File: src/rtl/uart_arbiter_pkg.sv
// Shared definitions for the two-port UART arbiter: FSM state encoding,
// owner encoding and the round-robin pick used at grant time.
package uart_arbiter_pkg;

  typedef enum logic [1:0] {
    IDLE    = 2'd0,
    BUSY    = 2'd1,
    DONE    = 2'd2,
    PREEMPT = 2'd3
  } state_e;

  localparam logic OWNER_A = 1'b0;
  localparam logic OWNER_B = 1'b1;

  // A tie goes to whichever requester did not own the bus last.
  function automatic logic pick_owner(input logic a_req, input logic b_req,
                                      input logic last_owner);
    if (a_req && b_req) begin
      return ~last_owner;
    end else if (a_req) begin
      return OWNER_A;
    end else begin
      return OWNER_B;
    end
  endfunction

endpackage

File: src/rtl/uart_arbiter.sv
// Round-robin arbiter sharing one UART slave between requesters A and B,
// with timeout preemption of reads stalled on an idle RX line.
module uart_arbiter
  import uart_arbiter_pkg::*;
#(
  parameter int TIMEOUT = 1024
) (
  input  logic        i_clock,
  input  logic        i_reset,
  input  logic        i_a_request,
  input  logic        i_a_rw,
  input  logic [31:0] i_a_wdata,
  output logic [31:0] o_a_rdata,
  output logic        o_a_ready,
  input  logic        i_b_request,
  input  logic        i_b_rw,
  input  logic [31:0] i_b_wdata,
  output logic [31:0] o_b_rdata,
  output logic        o_b_ready,
  output logic        o_uart_request,
  output logic        o_uart_rw,
  output logic [31:0] o_uart_wdata,
  input  logic [31:0] i_uart_rdata,
  input  logic        i_uart_ready,
  output logic        o_busy,
  output logic        o_owner
);

  localparam int CW = (TIMEOUT > 0) ? $clog2(TIMEOUT + 1) : 1;
  localparam logic [CW-1:0] LIMIT = CW'((TIMEOUT > 0) ? TIMEOUT - 1 : 0);
  localparam logic PREEMPT_EN = (TIMEOUT > 0);

  state_e        state_q, state_d;
  logic          last_owner_q, last_owner_d;
  logic          owner_q, owner_d;
  logic          busy_q, busy_d;
  logic          uart_req_q, uart_req_d;
  logic          uart_rw_q, uart_rw_d;
  logic [31:0]   uart_wdata_q, uart_wdata_d;
  logic [31:0]   a_rdata_q, a_rdata_d;
  logic [31:0]   b_rdata_q, b_rdata_d;
  logic          a_ready_q, a_ready_d;
  logic          b_ready_q, b_ready_d;
  logic [CW-1:0] cnt_q, cnt_d;

  logic grant_owner;
  logic other_req;
  logic timeout_hit;

  assign grant_owner = pick_owner(i_a_request, i_b_request, last_owner_q);
  assign other_req   = (owner_q == OWNER_A) ? i_b_request : i_a_request;
  // The counter parks at LIMIT, so a late-arriving competitor still preempts.
  assign timeout_hit = PREEMPT_EN && (cnt_q == LIMIT) && !uart_rw_q && other_req;

  always_comb begin
    state_d      = state_q;
    last_owner_d = last_owner_q;
    owner_d      = owner_q;
    busy_d       = busy_q;
    uart_req_d   = uart_req_q;
    uart_rw_d    = uart_rw_q;
    uart_wdata_d = uart_wdata_q;
    a_rdata_d    = a_rdata_q;
    b_rdata_d    = b_rdata_q;
    a_ready_d    = 1'b0;
    b_ready_d    = 1'b0;
    cnt_d        = cnt_q;

    unique case (state_q)
      IDLE: begin
        if (i_a_request || i_b_request) begin
          owner_d      = grant_owner;
          last_owner_d = grant_owner;
          busy_d       = 1'b1;
          uart_req_d   = 1'b1;
          uart_rw_d    = (grant_owner == OWNER_A) ? i_a_rw : i_b_rw;
          uart_wdata_d = (grant_owner == OWNER_A) ? i_a_wdata : i_b_wdata;
          cnt_d        = '0;
          state_d      = BUSY;
        end
      end

      BUSY: begin
        // Completion takes priority over a timeout in the same cycle.
        if (i_uart_ready) begin
          if (owner_q == OWNER_A) begin
            a_rdata_d = i_uart_rdata;
            a_ready_d = 1'b1;
          end else begin
            b_rdata_d = i_uart_rdata;
            b_ready_d = 1'b1;
          end
          uart_req_d = 1'b0;
          busy_d     = 1'b0;
          state_d    = DONE;
        end else if (timeout_hit) begin
          uart_req_d = 1'b0;
          busy_d     = 1'b0;
          state_d    = PREEMPT;
        end else if (!uart_rw_q && (cnt_q != LIMIT)) begin
          cnt_d = cnt_q + 1'b1;
        end
      end

      DONE: begin
        state_d = IDLE;
      end

      PREEMPT: begin
        state_d = IDLE;
      end

      default: begin
        state_d = IDLE;
      end
    endcase
  end

  always_ff @(posedge i_clock or posedge i_reset) begin
    if (i_reset) begin
      state_q      <= IDLE;
      last_owner_q <= OWNER_B;
      owner_q      <= OWNER_A;
      busy_q       <= 1'b0;
      uart_req_q   <= 1'b0;
      uart_rw_q    <= 1'b0;
      uart_wdata_q <= '0;
      a_rdata_q    <= '0;
      b_rdata_q    <= '0;
      a_ready_q    <= 1'b0;
      b_ready_q    <= 1'b0;
      cnt_q        <= '0;
    end else begin
      state_q      <= state_d;
      last_owner_q <= last_owner_d;
      owner_q      <= owner_d;
      busy_q       <= busy_d;
      uart_req_q   <= uart_req_d;
      uart_rw_q    <= uart_rw_d;
      uart_wdata_q <= uart_wdata_d;
      a_rdata_q    <= a_rdata_d;
      b_rdata_q    <= b_rdata_d;
      a_ready_q    <= a_ready_d;
      b_ready_q    <= b_ready_d;
      cnt_q        <= cnt_d;
    end
  end

  assign o_a_rdata      = a_rdata_q;
  assign o_a_ready      = a_ready_q;
  assign o_b_rdata      = b_rdata_q;
  assign o_b_ready      = b_ready_q;
  assign o_uart_request = uart_req_q;
  assign o_uart_rw      = uart_rw_q;
  assign o_uart_wdata   = uart_wdata_q;
  assign o_busy         = busy_q;
  assign o_owner        = owner_q;

endmodule
File: config.mk
export PLATFORM = sky130hd
export DESIGN_NAME = uart_arbiter
export DESIGN_NICKNAME = d
export VERILOG_FILES = /design/src/rtl/uart_arbiter_pkg.sv /design/src/rtl/uart_arbiter.sv
export SDC_FILE = /design/constraint.sdc
export NUM_CORES = 1
export LEC_CHECK = 0
export BUFFER_PORTS_ARGS = -buffer_cell sky130_fd_sc_hd__buf_2
export CAP_MARGIN = 40
export CORE_MARGIN = 2
export CORE_UTILIZATION = 45
export CTS_BUF_LIST = sky130_fd_sc_hd__clkbuf_8
export DETAILED_ROUTE_END_ITERATION = 7
export PLACE_DENSITY = 0.75
export SYNTH_ARGS = -nofsm -noshare
export SYNTH_HDL_FRONTEND = slang
export SYNTH_SLANG_ARGS = --single-unit
File: constraint.sdc
create_clock -name i_clock -period 8.6 [get_ports i_clock]
set_input_delay 1.72 -clock i_clock [delete_from_list [all_inputs] [get_ports i_clock]]
set_output_delay 1.72 -clock i_clock [all_outputs]
set_load 0.05 [all_outputs]
After elaboration in Yosys (flattened, before gate mapping)
Index checks and enable logic that the tools add are counted.
{"block": "op_classes", "n_reduce_logical": 15, "n_shift": 0, "n_mul": 0, "muxes": 24, "magnitude_cmp": 0, "n_bitwise": 2, "addsub": 1, "div_mod_pow": 0, "n_eq_ne": 10}
{"op": "2-to-1 mux 11 bit", "n": 4}
{"op": "2-to-1 mux 32 bit", "n": 1}
{"op": "case mux 11 bit (2 select lines)", "n": 1}
{"op": "2-to-1 mux 1 bit", "n": 13}
{"op": "adder 11 x 1 -> 11 bit (second input constant)", "n": 1}
{"op": "== test 11 x 10 -> 1 bit (second input constant)", "n": 1}
{"op": "inequality test 11 x 10 -> 1 bit (second input constant)", "n": 1}
{"op": "AND reduction 3 bit", "n": 3}
{"op": "inequality test 2 bit (second input constant)", "n": 4}
{"op": "2-to-1 mux 2 bit", "n": 3}
{"op": "case mux 2 bit (3 select lines)", "n": 1}
{"op": "AND reduction 5 bit", "n": 1}
{"op": "== test 2 bit (second input constant)", "n": 2}
{"op": "logical AND 1 bit", "n": 4}
{"op": "AND reduction 2 bit", "n": 2}
{"op": "inequality test 3 bit (second input constant)", "n": 1}
{"op": "== test 2 x 1 -> 1 bit (second input constant)", "n": 1}
{"op": "zero test 2 bit", "n": 1}
{"op": "NOT 1 bit", "n": 2}
{"op": "case mux 1 bit (2 select lines)", "n": 1}
{"op": "nonzero test 2 bit", "n": 1}
{"op": "OR reduction 2 bit", "n": 1}
{"op": "zero test 1 bit", "n": 1}
{"op": "logical OR 1 bit", "n": 1}
{"block": "totals", "latchBits": 0, "rom_bits": 0, "out_inout_bits": 102, "mem_count": 0, "reg_bits": 115, "ram_bits": 0}

Depth between registers and ports, before layout
Gate-level depths: netlist of the first run.
{"block": "depth", "ltp_word": 6, "mapped_depth": 6}

Worst setup path before layout of the first run
OpenSTA, ideal clock, no wires.
{"block": "synth_path", "path_kind": "input port to flip-flop", "start": "input port i_uart_ready", "end": "register cnt_q[7]", "setup_ns": 0.078, "path_slack_ns": 5.582, "t_arrival_ns": 2.940, "cell_stages": 5, "path_cell_list": "nor4b_4 > o31ai_2 > buf_6 > or4_1 > a21oi_1"}
{"block": "synth_between", "elab_chain_cells": 2}
{"item": "start, declared", "line": "uart_arbiter.sv:24", "text": "input logic i_uart_ready,"}
{"item": "inequality test 2 bit (no line)"}
{"item": "AND reduction 5 bit (no line)"}
{"item": "end signal, assigned", "line": "uart_arbiter.sv:145", "text": "cnt_q <= cnt_d;"}
{"item": "end, declared", "line": "uart_arbiter.sv:44", "text": "logic [CW-1:0] cnt_q, cnt_d;"}
No other way between the ends.
A chain may end at the register's enable or synchronous reset.

Final worst setup path of the first run
{"block": "layout_path", "start": "register uart_rw_q, in the netlist o_uart_rw", "end": "output port o_uart_rw"}
{"item": "start, declared", "line": "uart_arbiter.sv:38", "text": "logic uart_rw_q, uart_rw_d;"}
{"item": "start signal, assigned", "line": "uart_arbiter.sv:139", "text": "uart_rw_q <= uart_rw_d;"}
{"item": "end, declared", "line": "uart_arbiter.sv:21", "text": "output logic o_uart_rw,"}
No word-level cell between the ends.

==> flow_metrics.py, run 1 <==
metrics = {
    "clock_network": {
        "cts_made_buffers": 17,
        "numClockSinks": 115,
        "cts_buffer_depth": 2,
        "clock_latency_ns": 0.42,
        "cts-root-buf": "clkbuf_8",
        "holdBufCountCts": 0,
        "cts_repair_resize_count": 0,
        "clk_pin_slew_ns": 0.07,
        "h-tree-depth": 4,
        "post_cts_buffers": 0,
        "cts_tree": "built",
    },
    "synthesis": {
        "syn_inst": 370,
        "yosys.area_share.adder_pct": 0.264,
        "netlist_area_sq_um": 4730,
        "muxShareOfSynthArea_pct": 22.6,
        "synthTopCellsByCount": "dfrtp_1, mux2_2, nand2_1, o21ai_0, mux2i_1",
        "synth_edf_count": 0,
        "async_reset_ff_share_pct": 100,
        "synth.most_common_cell": "dfrtp_1",
        "ys_seq_area_share_pct": 60.9,
        "yosys.area_share.simple_pct": 7.43,
        "ys_top_cells_by_area": "dfrtp_1, mux2_2, mux2i_1",
        "ys_warn_count": 0,
        "yosys.area.top_type": "dfrtp_1",
        "synth-seq-cells": 115,
        "synth_top_family_by_area": "multiplexers",
        "synth-compound-area-share_pct": 6.16,
        "synth_nets": 474,
        "synth_area_per_cell_sq_um": 12.8,
        "ys.flop_type": "dfrtp_1",
        "synth_xor_area_share_pct": 0.185,
        "ys_types": 32,
        "yosys.area.top_type_share_pct": 60.3,
    },
    "critical_path": {
        "critical_path_class": "flip-flop to output pin",
        "crit_buf_inv": 1,
        "max_stage_delay_ns": 0.50,
        "path_delay_family": "flip-flops",
        "crit_chain": "buf_2",
        "cp_max_fo": 4,
        "cp.required_ns": 6.88,
        "cp.arrival_ns": 1.24,
        "worst_setup_path_end_kind": "output pin",
        "critPathLaunchType": "flip-flop",
        "slowest_stage": "dfrtp_1",
    },
    "layout": {
        "drive_gt1_share_pct": 52.5,
        "final_nets": 684,
        "seq_area_sq_um": 2880,
        "instances_no_fill": 728,
        "final_area_sq_um": 6290,
        "n_fill_cell": 882,
        "fin_util_pct": 61.2,
        "multi_input_area_sq_um": 1750,
        "diodes": 0,
        "area_growth_pct": 33.1,
    },
    "sta": {
        "fin_crit_sh_pct": 34.5,
        "final_hold_viol_count": 0,
        "max_freq_mhz": 337,
        "fin_crit_ns": 2.96,
        "drv_slew": 0,
        "rsz0062_at_grt": "no",
        "slew_headroom_pct": 53.0,
        "finClkSkew_ns": 0.0126,
        "setup_viol": 0,
        "worst_pin_slew_ns": 0.701,
        "hold_slack_ns": 0.475,
        "setup_slack_ns": 5.64,
        "setup_tns_ns": 0,
    },
    "power_and_ir_drop": {
        "p_total_mw": 2.90,
        "p_leak_nw": 3.21,
        "p_per_area_nw_per_um2": 461,
        "vdd_drop_max_mv": 0.282,
    },
    "floorplanning": {
        "core_area_sq_um": 10300,
        "std_cell_rows": 37,
        "die_x_um": 107,
        "die_h_um": 107,
        "die_area_sq_um": 11300,
        "initial_core_util_pct": 46.0,
        "pin_count": 205,
    },
    "outcome": {
        "outcome": "finished clean",
    },
    "global_route": {
        "antenna_found_initial": 0,
        "overflow": 0,
        "grt_pass1_vias": 3645,
        "grt_pass1_wl_mm": 17.5,
        "grt_usage_pct": 20.2,
        "grt_max_degree": 57,
    },
    "placement": {
        "io_buffers": 204,
        "dp_hpwl_mm": 8.28,
        "dp.cells": 697,
        "placed_cell_area_sq_um": 5920,
        "place.gp.congestion": 0.794,
        "dpl_worst_slack_ns": 5.32,
    },
    "route": {
        "firstDrtPassIters": 6,
        "via_per_inst": 4.88,
        "drt_wl_total_mm": 11.0,
        "wl_per_cell_um": 15.2,
        "route.vias.total": 3550,
        "drtIter0Drc": 174,
        "final_antenna_net_count": 0,
        "drc_errors": 0,
    },
    "worst_hold_path": {
        "min_path_type": "flip-flop to flip-flop",
    },
    "flow_run": {
        "drv_cap": 0,
    },
}
[where the power goes]
part	internal, mW	switching (mW)
clock network	0.255	0.208
registers	0.787	0.137
logic	0.380	1.14
[cell families after synthesis]
logic type,after synthesis
AO/OA/AOI/OAI,53
XOR/XNOR,1
adder cells (fa/ha/maj),1
buffers and inverters,26
flip-flops,115
multiplexers,99
AND/OR/NAND/NOR,75
[worst min-delay path, cell delays in order, from the launching register on]
cell,delay [ns]
dfrtp_1,0.34
nand2_1,0.04
o21ai_0,0.06
[sequential cells by signal, indices dropped and copies added (netlist names)]
name	count
o_a_ready	1
o_uart_request	1
o_b_ready	1
o_owner	1
o_b_rdata	32
o_a_rdata	32
cnt_q	11
last_owner_q	1
state_q	2
o_uart_rw	1
o_uart_wdata	32
[worst paths after layout]
check	start	endpoint	slack [ns]	depth (start not counted)
worst max-delay path	o_uart_rw	o_uart_rw	5.64	1
worst min-delay path	o_uart_wdata[3]	o_uart_wdata[3]	0.48	2
worst max register to register	state_q[1]	cnt_q[9]	6.68	4
worst min register to register	o_uart_wdata[3]	o_uart_wdata[3]	0.48	2
max in group asynchronous	i_reset	o_a_rdata[5]	6.17	4
min in group asynchronous	i_reset	o_b_rdata[24]	1.33	2
[layer usage]
layer	part of all wire [%]	GRT usage [%]	up-vias	routed length (um)
li1	-	-	1716	-
met2	52	35.3	135	5700
met4	1.4	6.96	0	155
met1	41	23.5	1689	4500
met5	0	0	-	0
met3	6.1	6.38	10	677
[final cells by class]
class / instances / share of cell area, %
multi-input cells: 229 / 27.8
clock inverters: 10 / 1.35
well taps: 136 / 2.70
repair buffers: 211 / 17.4
clock buffers: 21 / 4.59
flip-flops and latches: 115 / 45.7
inverters: 6 / 0.398
[layout by cell type, fill, tap and decap left out, drive strengths merged]
master,n
o21a,1
nor2b,1
ha,1
a211oi,1
nor2,11
nand3,5
and3,2
o31ai,3
buf,211
nand4,1
a21oi,6
a31oi,1
nand3b,1
clkinvlp,2
o311a,1
o211ai,1
inv,8
mux2i,35
xnor2,1
mux2,64
nor3,7
clkinv,5
or3,2
nand2,40
dfstp,1
and4,1
o21ai,39
nor4b,1
or4,3
bufinv,1
dfrtp,114
clkbuf,21
Power figures use the tool's default switching activity.
==> run 2: changes to the inputs <==
--- a/config.mk
+++ b/config.mk
@@ -5,6 +5,7 @@
 export SDC_FILE = /design/constraint.sdc
 export NUM_CORES = 1
 export LEC_CHECK = 0
+export ABC_AREA = 1
 export BUFFER_PORTS_ARGS = -buffer_cell sky130_fd_sc_hd__buf_2
 export CAP_MARGIN = 40
 export CORE_MARGIN = 2
==> constraint.sdc (replaced) <==
create_clock -name i_clock -period 3 [get_ports i_clock]
set_input_delay 0.6 -clock i_clock [delete_from_list [all_inputs] [get_ports i_clock]]
set_output_delay 0.6 -clock i_clock [all_outputs]
set_load 0.05 [all_outputs]
==> run 2 against run 1 <==
  * Flip-flop and latch count unchanged
  * Core utilization decreased by 1.3 points
  * Register-to-register slack got worse by 5.5 ns
  * Worst hold slack got worse by 0.16 ns
  * Global-route usage increased by 1.8 points
  * Power increased to 2.9 times the previous value
  * Via count increased by 26%
  * First-iteration DRC count increased by 64%
==> flow_metrics.py, run 2 <==
metrics = {
    "synthesis": {
        "muxShareOfSynthArea_pct": 0,
        "yosys.area.top_type": "dfrtp_1",
        "ys.flop_type": "dfrtp_1",
        "synth-seq-cells": 115,
        "yosys.area_share.simple_pct": 18.5,
        "yosys.area_share.adder_pct": 0.255,
        "yosys.area.top_type_share_pct": 58.1,
        "synth_edf_count": 0,
        "synthTopCellsByCount": "nand2_1, o21ai_1, dfrtp_1, inv_1, nor2_1",
        "ys_warn_count": 0,
        "synth_xor_area_share_pct": 0.178,
        "synth_nets": 658,
        "netlist_area_sq_um": 4910,
        "ys_seq_area_share_pct": 58.6,
        "async_reset_ff_share_pct": 100,
        "synth_area_per_cell_sq_um": 8.87,
        "ys_types": 33,
        "syn_inst": 554,
        "synth.most_common_cell": "nand2_1",
        "synth_top_family_by_area": "simple AND/OR/NAND/NOR gates",
        "ys_top_cells_by_area": "dfrtp_1, o21ai_1, nand2_1",
        "synth-compound-area-share_pct": 15.2,
    },
    "layout": {
        "layout_common_cells": "buf_2, nand2_1, o21ai_1",
        "diodes": 0,
        "final_common_cell": "buf_2",
        "final_nets": 860,
        "area_growth_pct": 31.1,
        "instances_no_fill": 909,
        "fin_util_pct": 60.0,
        "drive_gt1_share_pct": 35.6,
    },
    "placement": {
        "io_buffers": 204,
        "place.gp.congestion": 0.826,
        "dpl_worst_slack_ns": 1.02,
        "dp.cells": 877,
        "dp_hpwl_mm": 8.92,
    },
    "sta": {
        "drv_slew": 0,
        "setup_viol": 0,
        "setup_slack_ns": 1.20,
        "final_hold_viol_count": 0,
        "max_freq_mhz": 556,
        "fin_crit_ns": 1.80,
        "slew_headroom_pct": 48.9,
        "rsz0062_at_grt": "no",
        "setup_tns_ns": 0,
        "finClkSkew_ns": 0.0121,
        "fin_crit_sh_pct": 59.9,
        "worst_pin_slew_ns": 0.765,
    },
    "clock_network": {
        "clock_latency_ns": 0.42,
        "clk_pin_slew_ns": 0.07,
        "cts_tree": "built",
        "h-tree-depth": 4,
        "cts_buffer_depth": 2,
        "cts-root-buf": "clkbuf_8",
        "cts_repair_resize_count": 0,
        "numClockSinks": 115,
        "holdBufCountCts": 0,
        "cts_made_buffers": 17,
        "post_cts_buffers": 0,
    },
    "global_route": {
        "grt_pass1_wl_mm": 20.1,
        "top_usage_layer": "met2",
        "gr-usage-met3_pct": 7.23,
        "use_met1_pct": 26.1,
        "overflow": 0,
        "antenna_found_initial": 1,
        "met2_usage_pct": 36.0,
        "grt_max_degree": 65,
        "grt_pass1_vias": 4324,
        "grt_usage_pct": 22.0,
    },
    "floorplanning": {
        "die_x_um": 108,
        "std_cell_rows": 38,
        "pin_count": 205,
        "die_h_um": 108,
        "die_area_sq_um": 11800,
        "initial_core_util_pct": 45.7,
        "core_area_sq_um": 10700,
    },
    "worst_hold_path": {
        "min_path_type": "input pin to asynchronous set/reset pin",
    },
    "outcome": {
        "outcome": "finished clean",
    },
    "route": {
        "via_per_inst": 4.92,
        "drt_wl_total_mm": 12.4,
        "route.vias.total": 4475,
        "drc_errors": 0,
        "wl_per_cell_um": 13.6,
        "drtIter0Drc": 286,
        "firstDrtPassIters": 5,
        "final_antenna_net_count": 0,
    },
    "critical_path": {
        "crit_buf_inv": 4,
        "cp.arrival_ns": 2.07,
        "crit_chain": "inv_2 -> nor2_4 -> inv_2 -> nor3_2 -> inv_2 -> buf_4 -> nand2_1 -> o21ai_1",
        "max_stage_delay_ns": 0.41,
        "cp_max_fo": 64,
        "path_common_cell": "inv_2",
        "cp.required_ns": 3.28,
        "regToRegEndpoint": "o_a_rdata[9]",
        "critPathLaunchType": "flip-flop",
        "r2r_start": "state_q[0]",
        "critical_path_class": "flip-flop to flip-flop",
        "path_delay_family": "simple AND/OR/NAND/NOR gates",
        "worst_setup_path_end_kind": "flip-flop",
        "r2r_setup_slack_ns": 1.20,
        "slowest_stage": "dfrtp_1",
        "rr_worst_depth": 8,
    },
    "power_and_ir_drop": {
        "vdd_drop_max_mv": 0.838,
        "p_per_area_nw_per_um2": 1310,
        "p_total_mw": 8.42,
        "p_leak_nw": 3.48,
    },
    "flow_run": {
        "drv_cap": 0,
    },
}
[run 2: cell types whose count changed after synthesis, sizes merged, moves of 35 or more]
cell / change
nand2: +101
o21ai: +99
nor2: +35
mux2: -64
inv: +47
mux2i: -35
[run 2: final cells by class]
cell class / instances / area [sq um]
tap: 140 / 175
inverter: 53 / 210
fill: 949 / 4300
timing repair buffer: 211 / 1130
clock inverter: 15 / 133
multi-input combinational: 358 / 1680
sequential: 115 / 2880
clock buffer: 17 / 234
[run 2: report_power, final]
part / leakage (nW) / switching (mW) / total (mW) / internal, mW
Combinational: 1.85 / 3.50 / 4.50 / 0.994
Clock: 0.184 / 0.645 / 1.30 / 0.657
Sequential: 1.44 / 0.385 / 2.62 / 2.23
[run 2: routing by layer]
metal	part of all wire, %	wire length [um]	up-vias
li1	-	-	2196
met1	40	4980	2074
met2	50	6190	173
met3	7.0	863	30
met4	2.6	317	2
met5	0.089	11	-
[run 2: worst register-to-register path, delay by kind of cell, from the launching register on]
kind                   cells  cell delay, ns
AND/OR/NAND/NOR            3            0.65
AO/OA/AOI/OAI              1            0.07
buffers and inverters      4            0.52
flip-flops                 1            0.41
[run 2: worst max-delay path by stage]
| stage | startpoint | endpoint | slack [ns] | cells after the start |
|---|---|---|---|---|
| detailed placement | i_b_request | cnt_q[8] | 1.02 | 10 |
| global placement | i_b_request | cnt_q[6] | 1.04 | 9 |
| finish | state_q[0] | o_a_rdata[9] | 1.20 | 8 |
| CTS | state_q[0] | o_a_rdata[16] | 1.21 | 8 |
| floorplan | i_reset | cnt_q[0] | 1.00 | 1 |
| global route | state_q[0] | o_a_rdata[25] | 1.00 | 8 |
[run 2: metrics by stage]
stage                     instance area (sq um)  hold slack (ns)
final                                      6440            0.310
after global placement                     6050            0.468
after floorplan                            4920            0.472
after global routing                       6440            0.342
after CTS                                  6440            0.301
after detailed placement                   6080            0.473
[run 2: logic make-up after synthesis]
kind of cell	Yosys count
AOI/OAI and AO/OA	144
xor gates and xnor gates	1
adders and majority gates	1
buffers and inverters	81
DFF	115
and+or+nand+nor	212
==> run 3: changes to the inputs <==
==> constraint.sdc (replaced) <==
create_clock -name i_clock -period 1.9 [get_ports i_clock]
set_input_delay 0.38 -clock i_clock [delete_from_list [all_inputs] [get_ports i_clock]]
set_output_delay 0.38 -clock i_clock [all_outputs]
set_load 0.05 [all_outputs]
==> run 3 against run 2 <==
  * Die area unchanged
  * Final cell count up 0.11%
  * Non-clock buffer count is 3 higher
  * Wire length decreased by 2.6%
  * Via count down 1.8%
  * Power rose by 58%
  * Flip-flop and latch count stayed put
  * Worst hold slack worse by 0.12 ns
  * Core utilization decreased by 0.10 points
  * Combinational power grew 58%
  * Worst setup slack worse by 0.89 ns
  * Largest cell class unchanged
==> flow_metrics.py, run 3 (synthesis gave the netlist of run 2 again) <==
metrics = {
    "critical_path": {
        "cp_max_fo": 64,
        "critical_path_class": "flip-flop to flip-flop",
        "critPathLaunchType": "flip-flop",
        "worst_setup_path_end_kind": "flip-flop",
        "cp.required_ns": 2.19,
        "cp.arrival_ns": 1.87,
    },
    "clock_network": {
        "holdBufCountCts": 1,
        "h-tree-depth": 4,
        "post_cts_buffers": 0,
        "cts_buffer_depth": 2,
        "cts_repair_resize_count": 0,
        "cts_tree": "built",
        "clock_latency_ns": 0.43,
        "numClockSinks": 115,
        "cts-root-buf": "clkbuf_8",
        "clk_pin_slew_ns": 0.06,
        "cts_made_buffers": 17,
    },
    "outcome": {
        "outcome": "finished clean",
    },
    "placement": {
        "dp.cells": 879,
        "dpl_worst_slack_ns": 0.293,
        "io_buffers": 204,
        "dp_hpwl_mm": 8.81,
        "place.gp.congestion": 0.863,
    },
    "global_route": {
        "overflow": 0,
        "grt_pass1_vias": 4407,
        "grt_pass1_wl_mm": 20.0,
        "grt_usage_pct": 21.8,
        "antenna_found_initial": 0,
        "grt_max_degree": 74,
    },
    "power_and_ir_drop": {
        "p_per_area_nw_per_um2": 2070,
        "p_leak_nw": 3.48,
        "vdd_drop_max_mv": 1.32,
    },
    "route": {
        "drc_errors": 0,
        "final_antenna_net_count": 0,
        "firstDrtPassIters": 5,
        "wl_per_cell_um": 13.2,
        "via_per_inst": 4.83,
        "drt_wl_total_mm": 12.0,
        "drtIter0Drc": 288,
        "route.vias.total": 4395,
    },
    "layout": {
        "final_common_cell": "buf_2",
        "instances_no_fill": 910,
        "n_fill_cell": 982,
        "diodes": 0,
        "drive_gt1_share_pct": 35.5,
        "layout_common_cells": "buf_2, nand2_1, o21ai_1",
        "multi_input_area_sq_um": 1680,
        "final_nets": 863,
        "seq_area_sq_um": 2880,
        "area_growth_pct": 30.9,
    },
    "floorplanning": {
        "std_cell_rows": 38,
        "initial_core_util_pct": 45.7,
        "pin_count": 205,
        "die_area_sq_um": 11800,
        "die_x_um": 108,
        "core_area_sq_um": 10700,
        "die_h_um": 108,
    },
    "sta": {
        "fin_crit_sh_pct": 83.4,
        "max_freq_mhz": 631,
        "slew_headroom_pct": 58.7,
        "setup_slack_ns": 0.316,
        "drv_slew": 0,
        "worst_pin_slew_ns": 0.620,
        "setup_tns_ns": 0,
        "final_hold_viol_count": 0,
        "finClkSkew_ns": 0.0142,
        "rsz0062_at_grt": "no",
        "setup_viol": 0,
        "fin_crit_ns": 1.58,
    },
    "worst_hold_path": {
        "min_path_type": "input pin to flip-flop",
    },
    "flow_run": {
        "drv_cap": 0,
    },
}
==> run 3: cell types whose count changed in the layout (fill, tap and decap cells not counted), sizes merged <==
| cell | change |
|---|---|
| clkbuf | +3 |
| clkinv | -3 |
| buf | +2 |
| inv | -2 |
| dlygate4sd3 | +1 |
==> run 3: layout make-up <==
class / instances / share of cell area (%)
Multi-Input combinational cell: 358 / 26.1
Sequential cell: 115 / 44.8
Inverter: 53 / 3.27
Clock inverter: 10 / 1.36
Tap cell: 140 / 2.72
Clock buffer: 20 / 4.28
Timing Repair Buffer: 214 / 17.5
==> run 3: final timing paths <==
path | from | endpoint | slack, ns | cells past startpoint
worst min-delay path | i_uart_ready | state_q[0] | 0.19 | 2
worst max-delay path | state_q[0] | o_a_rdata[8] | 0.32 | 8
max in group asynchronous | i_reset | last_owner_q | 0.67 | 4
worst min register to register | o_a_rdata[28] | o_a_rdata[28] | 0.48 | 2
min in group asynchronous | i_reset | o_uart_wdata[13] | 0.50 | 3
worst max register to register | state_q[0] | o_a_rdata[8] | 0.32 | 8
==> run 3: per-layer routing <==
layer | global-route usage (%) | routed length, um
met4 | 9.16 | 286
met5 | 0 | 0
met2 | 37.3 | 6100
met3 | 6.69 | 827
met1 | 25.4 | 4830
==> run 3: stage by stage <==
stage          power [mW]  hold slack (ns)  area [sq um]  util, %
2_1_floorplan        9.62            0.472          4920        -
3_3_place_gp         11.2            0.395          6060     56.4
3_5_place_dp         11.3            0.395          6060     56.4
4_1_cts              13.4            0.163          6430     59.9
5_1_grt              14.1            0.166          6430     59.9
6_report             13.3            0.186          6430     59.9
==> run 3: worst max-delay path, stage by stage, from the launching register on <==
cell     delay [ns]
dfrtp_1        0.39
inv_2          0.06
nor2_4         0.11
inv_2          0.08
nor3_2         0.22
inv_2          0.04
buf_4          0.29
nand2_1        0.14
o21ai_1        0.07
==> run 3: report_power, final <==
part / internal [mW] / leakage [nW] / switching [mW]
Clock: 1.11 / 0.185 / 0.952
Combinational: 1.59 / 1.85 / 5.51
Sequential: 3.53 / 1.44 / 0.604
